[config.mk]
export PLATFORM = sky130hd
export DESIGN_NAME = mem_system_wb
export DESIGN_NICKNAME = d
export VERILOG_FILES = /design/src/rtl/mem_system_wb.sv
export SDC_FILE = /design/constraint.sdc
export NUM_CORES = 1
export LEC_CHECK = 0
export CORE_ASPECT_RATIO = 1.2
export CORE_MARGIN = 2
export CORE_UTILIZATION = 36
export DETAILED_ROUTE_END_ITERATION = 7
export PLACE_DENSITY = 0.85
export SYNTH_ARGS = -nofsm -noshare
export SYNTH_HDL_FRONTEND = slang
export SYNTH_SLANG_ARGS = --single-unit
[constraint.sdc]
create_clock -name clk -period 4.5 [get_ports clk]
set_input_delay 0.9 -clock clk [delete_from_list [all_inputs] [get_ports clk]]
set_output_delay 0.9 -clock clk [all_outputs]
set_load 0.01 [all_outputs]
[src/rtl/mem_system_wb.sv]
// mem_system_wb: write-back miss controller between a pipeline memory port,
// one direct-mapped cache array and a banked, pipelined main memory.
// Hits finish in the lookup cycle; misses evict a dirty victim, refill with
// back-to-back pipelined reads, then repeat the lookup.
// Optional build macro: MEMSYS_STATS_EN (hit/miss statistics counters).
module mem_system_wb #(
  parameter int DATA_W        = 16,
  parameter int TAG_W         = 5,
  parameter int INDEX_W       = 8,
  parameter int WORDS_PER_BLK = 4,
  parameter int MEM_LAT       = 2,
  parameter int ADDR_W        = 16,
  localparam int OFF_W        = $clog2(WORDS_PER_BLK)
) (
  input  logic               clk,
  input  logic               rst,
  input  logic [ADDR_W-1:0]  Addr,
  input  logic [DATA_W-1:0]  DataIn,
  input  logic               Rd,
  input  logic               Wr,
  output logic [DATA_W-1:0]  DataOut,
  output logic               Done,
  output logic               Stall,
  output logic               CacheHit,
  output logic               err,
  output logic               c_enable,
  output logic               c_comp,
  output logic               c_write,
  output logic               c_valid_in,
  output logic [TAG_W-1:0]   c_tag_in,
  output logic [INDEX_W-1:0] c_index,
  output logic [OFF_W:0]     c_offset,
  output logic [DATA_W-1:0]  c_data_in,
  input  logic [TAG_W-1:0]   c_tag_out,
  input  logic [DATA_W-1:0]  c_data_out,
  input  logic               c_hit,
  input  logic               c_dirty,
  input  logic               c_valid,
  input  logic               c_err,
  output logic [ADDR_W-1:0]  mem_addr,
  output logic [DATA_W-1:0]  mem_data_in,
  output logic               mem_wr,
  output logic               mem_rd,
  input  logic [DATA_W-1:0]  mem_data_out,
  input  logic               mem_stall,
  input  logic               mem_err,
  output logic [15:0]        HitCount,
  output logic [15:0]        MissCount
);

  typedef enum logic [2:0] {IDLE, EVICT, FILL, RETRY, ERR} state_t;

  localparam logic [OFF_W:0]   N_FULL = (OFF_W+1)'(WORDS_PER_BLK);
  localparam logic [OFF_W:0]   N_LAST = (OFF_W+1)'(WORDS_PER_BLK - 1);
  localparam logic [OFF_W-1:0] K_LAST = OFF_W'(WORDS_PER_BLK - 1);

  state_t                          r_state;
  logic [OFF_W-1:0]                r_k;          // evict word
  logic [OFF_W:0]                  r_issue;      // fill reads issued
  logic [OFF_W:0]                  r_inst;       // fill words installed
  logic [DATA_W-1:0]               r_dout;
  logic [MEM_LAT-1:0]              r_vld_pipe;   // accepted reads in flight
  logic [MEM_LAT-1:0][OFF_W-1:0]   r_off_pipe;   // their block offsets

  logic [TAG_W-1:0]   w_tag;
  logic [INDEX_W-1:0] w_idx;
  logic               w_req, w_bad, w_lookup, w_hit, w_xerr;
  logic               w_issue, w_install, w_idle_miss;

  assign w_tag       = Addr[ADDR_W-1 -: TAG_W];
  assign w_idx       = Addr[ADDR_W-TAG_W-1 -: INDEX_W];
  assign w_req       = Rd | Wr;
  assign w_bad       = (Rd & Wr) | Addr[0];
  assign w_lookup    = !rst && w_req && !w_bad && (r_state == IDLE || r_state == RETRY);
  assign w_hit       = w_lookup & c_hit & c_valid;
  assign w_xerr      = c_err | mem_err;
  assign w_issue     = !rst && (r_state == FILL) && (r_issue < N_FULL);
  assign w_install   = !rst && (r_state == FILL) && r_vld_pipe[MEM_LAT-1];
  assign w_idle_miss = (r_state == IDLE) & w_lookup & !w_hit;

  // Read data is live on the hit cycle, then held from the register
  assign DataOut = (Done & Rd) ? c_data_out : r_dout;
  assign err     = (r_state == ERR);

  // Cache and memory controls decoded from state for the current cycle
  always_comb begin
    c_enable    = 1'b0;
    c_comp      = 1'b0;
    c_write     = 1'b0;
    c_valid_in  = 1'b0;
    c_tag_in    = w_tag;
    c_index     = w_idx;
    c_offset    = Addr[OFF_W:0];
    c_data_in   = DataIn;
    mem_addr    = '0;
    mem_data_in = '0;
    mem_wr      = 1'b0;
    mem_rd      = 1'b0;
    Done        = 1'b0;
    CacheHit    = 1'b0;
    Stall       = 1'b0;
    if (!rst) begin
      case (r_state)
        IDLE: begin
          if (w_lookup) begin
            c_enable   = 1'b1;
            c_comp     = 1'b1;
            c_write    = Wr;
            c_valid_in = 1'b1;
            Done       = w_hit;
            CacheHit   = w_hit;
            Stall      = !w_hit;
          end
        end
        EVICT: begin
          Stall       = 1'b1;
          c_enable    = 1'b1;
          c_offset    = {r_k, 1'b0};
          mem_wr      = 1'b1;
          mem_addr    = {c_tag_out, w_idx, r_k, 1'b0};
          mem_data_in = c_data_out;
        end
        FILL: begin
          Stall    = 1'b1;
          mem_rd   = w_issue;
          mem_addr = {w_tag, w_idx, r_issue[OFF_W-1:0], 1'b0};
          if (w_install) begin
            c_enable   = 1'b1;
            c_write    = 1'b1;
            c_valid_in = 1'b1;
            c_offset   = {r_off_pipe[MEM_LAT-1], 1'b0};
            c_data_in  = mem_data_out;
          end
        end
        RETRY: begin
          Stall = 1'b1;
          if (w_lookup) begin
            c_enable   = 1'b1;
            c_comp     = 1'b1;
            c_write    = Wr;
            c_valid_in = 1'b1;
            Done       = w_hit;
          end
        end
        default: ;
      endcase
    end
  end

  // Miss FSM with evict/issue/install counters and read data register
  always_ff @(posedge clk) begin
    if (rst) begin
      r_state <= IDLE;
      r_k     <= '0;
      r_issue <= '0;
      r_inst  <= '0;
      r_dout  <= '0;
    end else begin
      if (Done & Rd) r_dout <= c_data_out;
      case (r_state)
        IDLE: begin
          if (w_req & w_bad) r_state <= ERR;
          else if (w_idle_miss) begin
            r_state <= (c_valid & c_dirty) ? EVICT : FILL;
            r_k     <= '0;
            r_issue <= '0;
            r_inst  <= '0;
          end
        end
        EVICT: begin
          if (!mem_stall) begin
            r_k <= r_k + 1'b1;
            if (r_k == K_LAST) r_state <= FILL;
          end
        end
        FILL: begin
          if (w_issue & !mem_stall) r_issue <= r_issue + 1'b1;
          if (w_install) begin
            r_inst <= r_inst + 1'b1;
            if (r_inst == N_LAST) r_state <= RETRY;
          end
        end
        RETRY:   r_state <= (w_lookup & !w_hit) ? ERR : IDLE;
        default: r_state <= ERR;
      endcase
      if (w_xerr) r_state <= ERR;
    end
  end

  // Track accepted reads until their data returns; cleared so rst drops in-flight reads
  always_ff @(posedge clk) begin
    if (rst) begin
      r_vld_pipe <= '0;
      r_off_pipe <= '0;
    end else begin
      r_vld_pipe[0] <= mem_rd & !mem_stall;
      r_off_pipe[0] <= r_issue[OFF_W-1:0];
      for (int s = 1; s < MEM_LAT; s++) begin
        r_vld_pipe[s] <= r_vld_pipe[s-1];
        r_off_pipe[s] <= r_off_pipe[s-1];
      end
    end
  end

`ifdef MEMSYS_STATS_EN
  logic [15:0] r_hits, r_miss;

  // Saturating hit/miss statistics
  always_ff @(posedge clk) begin
    if (rst) begin
      r_hits <= '0;
      r_miss <= '0;
    end else begin
      if (Done & CacheHit & (r_hits != 16'hFFFF)) r_hits <= r_hits + 1'b1;
      if (w_idle_miss & (r_miss != 16'hFFFF))     r_miss <= r_miss + 1'b1;
    end
  end

  assign HitCount  = r_hits;
  assign MissCount = r_miss;
`else
  assign HitCount  = 16'h0000;
  assign MissCount = 16'h0000;
`endif

endmodule

; ---- After elaboration in Yosys (flattened, before gate mapping)
; Index checks and enable logic that the tools add are counted.
; W data, S select, Z words.
[op_classes]
n_addsub = 3
eq_ne = 19
bitwise_logic = 14
n_mux = 54
n_reduce_logical = 22
magnitude_cmp = 1
[op_table]
columns = operator, count
row1 = $mux W16, 7
row2 = $mux W3, 14
row3 = $pmux W16 S2, 1
row4 = $mux W1, 19
row5 = $pmux W3 S2, 3
row6 = $pmux W3 S4, 1
row7 = $reduce_and A4 Y1, 3
row8 = $and A1 B1 Y1, 11
row9 = $ne A2 B2 Y1 const B, 5
row10 = $reduce_and A5 Y1, 2
row11 = $eq A3 B2 Y1 const B, 3
row12 = $ne A3 B3 Y1 const B, 3
row13 = $mux W2, 4
row14 = $add A3 B1 Y3 const B, 2
row15 = $logic_and A1 B1 Y1, 6
row16 = $ne A3 B2 Y1 const B, 2
row17 = $pmux W1 S2, 3
row18 = $logic_not A1 Y1, 4
row19 = $ne A2 B1 Y1 const B, 2
row20 = $ne A4 B3 Y1 const B, 1
row21 = $pmux W2 S2, 1
row22 = $reduce_bool A2 Y1, 2
row23 = $reduce_or A2 Y1, 2
row24 = $eq A3 B1 Y1 const B, 1
row25 = other kinds (9), 11
[word_totals]
ff_bits = 33
out_inout_bits = 122
in_bits = 79
word_cells = 122

; ---- Depth between registers and ports, before layout
; Gate-level depths: netlist of run 1.
[logic_depth]
depth_word = 13
depth_mapped = 7
ltp_nobuf = 5

; ---- Worst setup path after synthesis of run 1
; No wires, ideal clock.
[synth_timing]
kind = input to output
from = input rst
to = output c_data_in[10]
arrival_time_ps = 2025
path_slack_ps = 1575
n_path_buf = 2
stages = 5
required_ps = 3600
path_cell_list = buf_2 -> nor4b_4 -> nand2_2 -> buf_4 -> mux2_1
[synth_between]
elab_chain_cells = 6
[synth_rtl]
columns = item, line_no
row1 = from (decl), 16  ; input logic rst,
row2 = $logic_not A1 Y1, n/a
row3 = $logic_and A1 B1 Y1 (2 in series), 78  ; assign w_install = !rst && (r_state == FILL) && r_vld_pipe[MEM_LAT-1];
row4 = $mux W16, 127  ; if (w_install) begin
row5 = $mux W16, 103  ; case (r_state)
row6 = $mux W16 (*), 102  ; if (!rst) begin
row7 = to (decl), 33  ; output logic [DATA_W-1:0] c_data_in,
; Every way passes the cells marked *; elsewhere a longest branch is shown, timed or not.

; ---- Worst setup path in the final report of run 1
[layout_timing]
from = input rst
to = output DataOut[11]
[layout_between]
elab_chain_cells = 11
[layout_rtl]
columns = item, line_no
row1 = $logic_not A1 Y1, n/a
row2 = $logic_and A1 B1 Y1 (3 in series), 74  ; assign w_lookup = !rst && w_req && !w_bad && (r_state == IDLE || r_state == RETRY);
row3 = $and A1 B1 Y1 (2 in series), 75  ; assign w_hit = w_lookup & c_hit & c_valid;
row4 = $mux W1, "105, 137"
row5 = $mux W1, n/a
row6 = $mux W1 (*), 102
row7 = $and A1 B1 Y1 (*), 82  ; assign DataOut = (Done & Rd) ? c_data_out : r_dout;
row8 = $mux W16 (*), n/a
row9 = to (decl), 21  ; output logic [DATA_W-1:0] DataOut,
; Marked as above.

==> flow_metrics.env, run 1 <==
export IMPL_crit_path_end_kind="output pin"
export IMPL_grt_antenna_before_repair=0
export IMPL_tritoncts="built"
export IMPL_hold_violations=0
export IMPL_wl_um=7699
export IMPL_cts_resized=0
export IMPL_n_antenna_cell=0
export IMPL_cts_root_buf="clkbuf_8"
export IMPL_hpwl_um=6041
export IMPL_synth_flop_cell="dfxtp_1"
export IMPL_overflow=0
export IMPL_nFillCells=587
export IMPL_power_frac_clock_pct=33.4
export IMPL_tightestPinTransition_ps=584.4
export IMPL_cp_buffers_inverters=3
export IMPL_maxSlewViolCount=0
export IMPL_routedWlPerCell_um=14.10
export IMPL_min_period_ps=4057
export IMPL_grt_pass1_vias=2563
export IMPL_drtAntennaViolNets=0
export IMPL_startpoint="rst"
export IMPL_status="completed"
export IMPL_io_buffers=167
export IMPL_hold_path_end="r_off_pipe[3]$_SDFF_PP0_"
export IMPL_r2r_start="r_state[0]$_SDFFE_PP0P_"
export IMPL_synthToLayoutAreaGrowth_pct=64.66
export IMPL_finalNetCount=541
export IMPL_worstPathArrival_ps=3160
export IMPL_finalCritPeriodShare_pct=90.16
export IMPL_seqCellArea_um2=660.6
export IMPL_ios=201
export IMPL_clk_pin_slew_ps=70
export IMPL_reg2reg_depth=5
export IMPL_seqPwrFrac_pct=41.3
export IMPL_p_sw_share_pct=25.06
export IMPL_synth_seq_area_share_pct=26.77
export IMPL_place_area_um2=3961
export IMPL_crit_path_max_fanout=19
export IMPL_finalClockSkew_ps=2.719
export IMPL_hold_path_startpoint="r_off_pipe[1]$_SDFF_PP0_"
export IMPL_synth_seq_cells=33
export IMPL_die_h_um=94.69
export IMPL_internal_power_uw=538.5
export IMPL_grtUsageTotal_pct=20.01
export IMPL_cts_buffers=5
export IMPL_core_area_um2=6730
export IMPL_powerDensity_nw_per_um2=176.9
export IMPL_crit_chain="clkdlybuf4s50_1, nor2_2, nand4_4, clkinv_2, nand3_1, nand2_1, clkdlybuf4s50_1"
export IMPL_placementRows=33
export IMPL_finalSetupViolCount=0
export IMPL_p_leak_uw=0.001633
export IMPL_slew_headroom_pct=61.04
export IMPL_cpMostUsedCell="clkdlybuf4s50_1"
export IMPL_worst_setup_path_start_kind="input port"
export IMPL_grt_max_degree=30
export IMPL_initial_core_util_pct=36.66
export IMPL_crit_family="buffers and inverters"
export IMPL_multi_input_area_um2=1470
export IMPL_num_vias=2674
export IMPL_hold_path_depth=1
export IMPL_synth_edf_count=0
export IMPL_rsz0062_at_grt="no"
export IMPL_die_area_um2=7535
export IMPL_clock_sinks=33
export IMPL_yosys_warnings=0
export IMPL_drive_above_1_share_pct=6.318
export IMPL_syn_inst=311
export IMPL_ctsHoldBuffers=0
export IMPL_comb_power_share_pct=25.3
export IMPL_post_cts_buffers=0
export IMPL_design_area_um2=4063
export IMPL_drv_cap=0
export IMPL_drtPass1Iterations=4
export IMPL_viasPerCell=4.897
export IMPL_crit_type="in2out"
export IMPL_insertion_delay_ps=280
export IMPL_cts_buffer_depth=2
export IMPL_die_x_um=79.58
export IMPL_drtIter0Drc=104
export IMPL_vdd_drop_max_v=0.0001287
export IMPL_hold_class="reg2reg"
export IMPL_ys_async_sr_fraction_pct=0
export IMPL_cp_required_ps=3600
export IMPL_r2r_end="r_dout[11]$_SDFF_PP0_"
export IMPL_max_stage_delay_ps=580
export IMPL_fmax_mhz=246.5
export IMPL_syn_area_um2=2467
export IMPL_finalPower_uw=718.6
export IMPL_cp_slowest_cell="clkdlybuf4s50_1"
export IMPL_finalSetupTns_ps=0
export IMPL_p_sw_uw=180.1
export IMPL_synth_cell_types=50
export IMPL_avgSynthCellArea_um2=7.934
export IMPL_drc=0
export IMPL_fin_util_pct=60.36
export IMPL_gp_congestion=0.9072
export IMPL_grt_pass1_wl_um=12060
export IMPL_h_tree_depth=2
export IMPL_r2r_slack_ps=2570
## cells by family (layout without fill, tap and decap cells)
family / count (synthesis) / count (layout) / share of synthesized area [%]
compound gates: 62 / 62 / 15.87
fa+ha+maj: 5 / 5 / 2.434
flops: 33 / 33 / 26.77
other cells: 1 / 33 / 0.1520
mux: 18 / 18 / 8.114
xor+xnor: 3 / 3 / 1.369
simple gates: 120 / 120 / 26.78
buf+inv: 69 / 185 / 18.51
## sequential cells by signal (all words and copies together), names as in the netlist
register    count
r_issue         3
r_state         3
r_vld_pipe      2
r_dout         16
r_off_pipe      4
r_inst          3
r_k             2
## per-stage QoR
stage / instances / hold slack [ps] / worst slack (ps)
after floorplan: 343 / 413.8 / 1575
after CTS: 546 / 438.2 / 424.9
after global routing: 546 / 454.0 / 222.5
after global placement: 538 / 417.8 / 508.8
final: 546 / 436.2 / 442.7
after detailed placement: 538 / 422.3 / 437.9
## power groups by stage
stage / registers (µW) / clock network (µW) / logic, µW
after floorplan: 302 / 0 / 93.3
after global placement: 303 / 0 / 178
after detailed placement: 303 / 0 / 181
after CTS: 296 / 245 / 182
after global routing: 297 / 261 / 195
final: 297 / 240 / 182
## layout by cell type, fill, tap and decap left out, types with 3 or more instances in the layout
master             n
nand3_1           26
conb_1            33
nor3_1             8
o21ai_0           19
mux2_2             8
nor2b_1            6
ha_1               4
clkbuf_8           7
and2_1            25
inv_1              6
buf_4              3
nand2b_1           3
dfxtp_1           33
nand2_1           31
a21oi_1           22
a22o_1             9
mux2_1             8
clkdlybuf4s50_1  167
nor2_1             6
## Yosys cell counts (3+ instances only)
cell / n / area [µm²]
mux2_1: 8 / 90.09
buf_2: 7 / 35.03
clkbuf_1: 5 / 18.77
buf_4: 48 / 360.4
nand2b_1: 3 / 18.77
and2_1: 25 / 156.4
a22o_1: 9 / 78.83
nor2b_1: 6 / 37.54
a21oi_1: 22 / 110.1
nor3_1: 8 / 40.04
nand3_1: 26 / 130.1
inv_1: 6 / 22.52
o21ai_0: 19 / 95.09
ha_1: 4 / 50.05
nor2_1: 6 / 22.52
nand2_1: 31 / 116.4
dfxtp_1: 33 / 660.6
mux2_2: 8 / 90.09
## layout make-up
type / instances / area share (%)
timing repair buffer: 170 / 41.70
multi-input combinational: 241 / 36.19
sequential: 33 / 16.26
tap: 87 / 2.679
clock buffer: 7 / 2.371
inverter: 7 / 0.6775
clock inverter: 1 / 0.1232
## how the worst max path moves through the flow
stage	to	slack, ps	depth (start not counted)
floorplan	c_data_in[10]	1580	5
finish	DataOut[11]	440	7
detailed placement	DataOut[6]	440	7
CTS	DataOut[5]	420	7
global route	DataOut[8]	220	7
global placement	DataOut[6]	510	7
## per-layer routing
metal  GRT usage, %  vias to the layer above  part of all wire [%]
met5              0                        -                     0
met4          4.598                        0                  0.57
met3          4.398                        5                   8.7
met2          36.83                      148                    50
met1          23.41                     1222                    41
li1               -                     1299                     -
(Power assumes the default switching activity.)
==> run 2: changes to the inputs <==
- CORE_UTILIZATION: 36 -> 33
- PLACE_DENSITY: 0.85 -> 0.78
- clock period: 4.5 -> 4 ns (I/O delays scaled with it)
==> flow_metrics.env, run 2 (same netlist as run 1, synthesis figures left out) <==
export IMPL_powerDensity_nw_per_um2=200.5
export IMPL_startpoint="Rd"
export IMPL_internal_power_uw=607.7
export IMPL_die_x_um=82.94
export IMPL_finalSetupViolCount=0
export IMPL_wl_met3_um=600
export IMPL_cts_buffers=5
export IMPL_drtPass1Iterations=6
export IMPL_worst_slack_ps=267.5
export IMPL_dp_slack_ps=268.6
export IMPL_r2r_end="r_dout[7]$_SDFF_PP0_"
export IMPL_grt_pass1_wl_um=12520
export IMPL_hold_class="reg2reg"
export IMPL_vdd_drop_max_v=0.0001245
export IMPL_seqPwrFrac_pct=40.7
export IMPL_routedWlPerCell_um=14.14
export IMPL_hpwl_um=6175
export IMPL_cpMostUsedCell="clkdlybuf4s50_1"
export IMPL_cts_root_buf="clkbuf_8"
export IMPL_maxSlewViolCount=0
export IMPL_cp_slowest_cell="clkdlybuf4s50_1"
export IMPL_grt_max_degree=25
export IMPL_reg_largest_list="r_dout (16), r_off_pipe (4)"
export IMPL_clock_sinks=33
export IMPL_synthToLayoutAreaGrowth_pct=65.72
export IMPL_slew_headroom_pct=59.15
export IMPL_io_buffers=167
export IMPL_viasPerCell=4.792
export IMPL_worst_setup_path_start_kind="input port"
export IMPL_insertion_delay_ps=290
export IMPL_p_sw_share_pct=25.87
export IMPL_rsz0062_at_grt="no"
export IMPL_wl_um=7808
export IMPL_gp_congestion=0.8412
export IMPL_drv_cap=0
export IMPL_placementRows=34
export IMPL_min_period_ps=3733
export IMPL_reg2reg_depth=5
export IMPL_crit_chain="clkdlybuf4s50_1, xor2_2, nand4_4, buf_4, o21ai_0, nand2_1, clkdlybuf4s50_1"
export IMPL_finalNetCount=544
export IMPL_cp_endpoint="DataOut[7]"
export IMPL_die_h_um=98.72
export IMPL_grt_antenna_before_repair=0
export IMPL_grt_pass1_vias=2598
export IMPL_status="completed"
export IMPL_tightestPinTransition_ps=612.7
export IMPL_die_area_um2=8187
export IMPL_largest_reg_flops=16
export IMPL_clk_pin_slew_ps=60
export IMPL_fmax_mhz=267.9
export IMPL_p_sw_uw=212.0
export IMPL_hold_violations=0
export IMPL_ctsHoldBuffers=0
export IMPL_drc=0
export IMPL_grtUsageTotal_pct=18.49
export IMPL_ios=201
export IMPL_cts_buffer_depth=2
export IMPL_r2r_start="r_state[0]$_SDFFE_PP0P_"
export IMPL_r2r_slack_ps=2110
export IMPL_cp_required_ps=3200
export IMPL_wirelength_met1_um=3250
export IMPL_crit_path_max_fanout=11
export IMPL_crit_path_end_kind="output pin"
export IMPL_p_leak_uw=0.001647
export IMPL_drtIter0Drc=112
export IMPL_crit_type="in2out"
export IMPL_max_stage_delay_ps=570
export IMPL_drive_above_1_share_pct=6.926
export IMPL_routed_top_layer="met4"
export IMPL_final_common_cell="clkdlybuf4s50_1"
export IMPL_h_tree_depth=2
export IMPL_top_register="r_dout"
export IMPL_worstPathArrival_ps=2930
export IMPL_tritoncts="built"
export IMPL_layout_common_cells="clkdlybuf4s50_1, conb_1, dfxtp_1, nand2_1, nand3_1"
export IMPL_met2_length_um=3848
export IMPL_initial_core_util_pct=34.12
export IMPL_finalClockSkew_ps=4.394
export IMPL_power_frac_clock_pct=34.0
export IMPL_num_vias=2645
export IMPL_cts_resized=0
export IMPL_core_area_um2=7232
export IMPL_comb_power_share_pct=25.3
export IMPL_post_cts_buffers=0
export IMPL_overflow=0
export IMPL_n_antenna_cell=0
export IMPL_finalCritPeriodShare_pct=93.31
export IMPL_finalSetupTns_ps=0
export IMPL_drtAntennaViolNets=0
==> run 2: changes by cell type in the layout (fill, tap and decap cells not counted), sizes merged <==
cell,change
buf,+3
==> run 2: worst min-delay path by stage <==
stage                     cells past startpoint                      from                  endpoint  slack [ps]
after global routing                          1  r_vld_pipe[0]$_SDFF_PP0_  r_vld_pipe[1]$_SDFF_PP0_         460
final                                         1  r_vld_pipe[0]$_SDFF_PP0_  r_vld_pipe[1]$_SDFF_PP0_         450
after floorplan                               1  r_off_pipe[0]$_SDFF_PP0_  r_off_pipe[2]$_SDFF_PP0_         410
after global placement                        1  r_vld_pipe[0]$_SDFF_PP0_  r_vld_pipe[1]$_SDFF_PP0_         420
after CTS                                     1  r_off_pipe[1]$_SDFF_PP0_  r_off_pipe[3]$_SDFF_PP0_         450
after detailed placement                      1  r_off_pipe[1]$_SDFF_PP0_  r_off_pipe[3]$_SDFF_PP0_         430
==> run 2: layer usage <==
metal / track usage (%) / vias up
met5: 0 / -
met4: 5.422 / 0
met3: 5.109 / 12
met2: 32.63 / 137
met1: 21.87 / 1198
li1: - / 1298
==> run 2: final cells by class <==
class                      instances  area [µm²]
multi-input combinational        241        1470
clock buffer                       7       96.34
timing repair buffer             173        1717
tap                               90       112.6
sequential                        33       660.6
fill                             685        3143
inverter                           7       27.53
clock inverter                     1       5.005
==> run 2: metrics by stage <==
step | hold slack, ps | util (%) | cell area [µm²] | power, µW | std cells
2_1_floorplan | 413.8 | - | 2587 | 444.6 | 343
3_3_place_gp | 417.8 | 55.14 | 3988 | 545.5 | 544
3_5_place_dp | 432.8 | 55.14 | 3988 | 547.6 | 544
4_1_cts | 448.9 | 56.54 | 4089 | 824.4 | 552
5_1_grt | 458.0 | 56.54 | 4089 | 853.7 | 552
6_report | 446.1 | 56.54 | 4089 | 819.7 | 552
==> run 2: critical path, delay by kind of cell <==
family,cells,cell delay [ps]
and+or+nand+nor,2,300
buffers and inverters,3,1280
AOI/OAI and AO/OA,1,260
xor gates and xnor gates,1,290
==> run 2: power by group through the flow <==
| stage | Combinational [µW] | Sequential, µW | Clock, µW |
|---|---|---|---|
| floorplan | 105 | 340 | 0 |
| global placement | 205 | 341 | 0 |
| detailed placement | 207 | 341 | 0 |
| CTS | 208 | 333 | 283 |
| global route | 221 | 334 | 299 |
| finish | 208 | 334 | 279 |
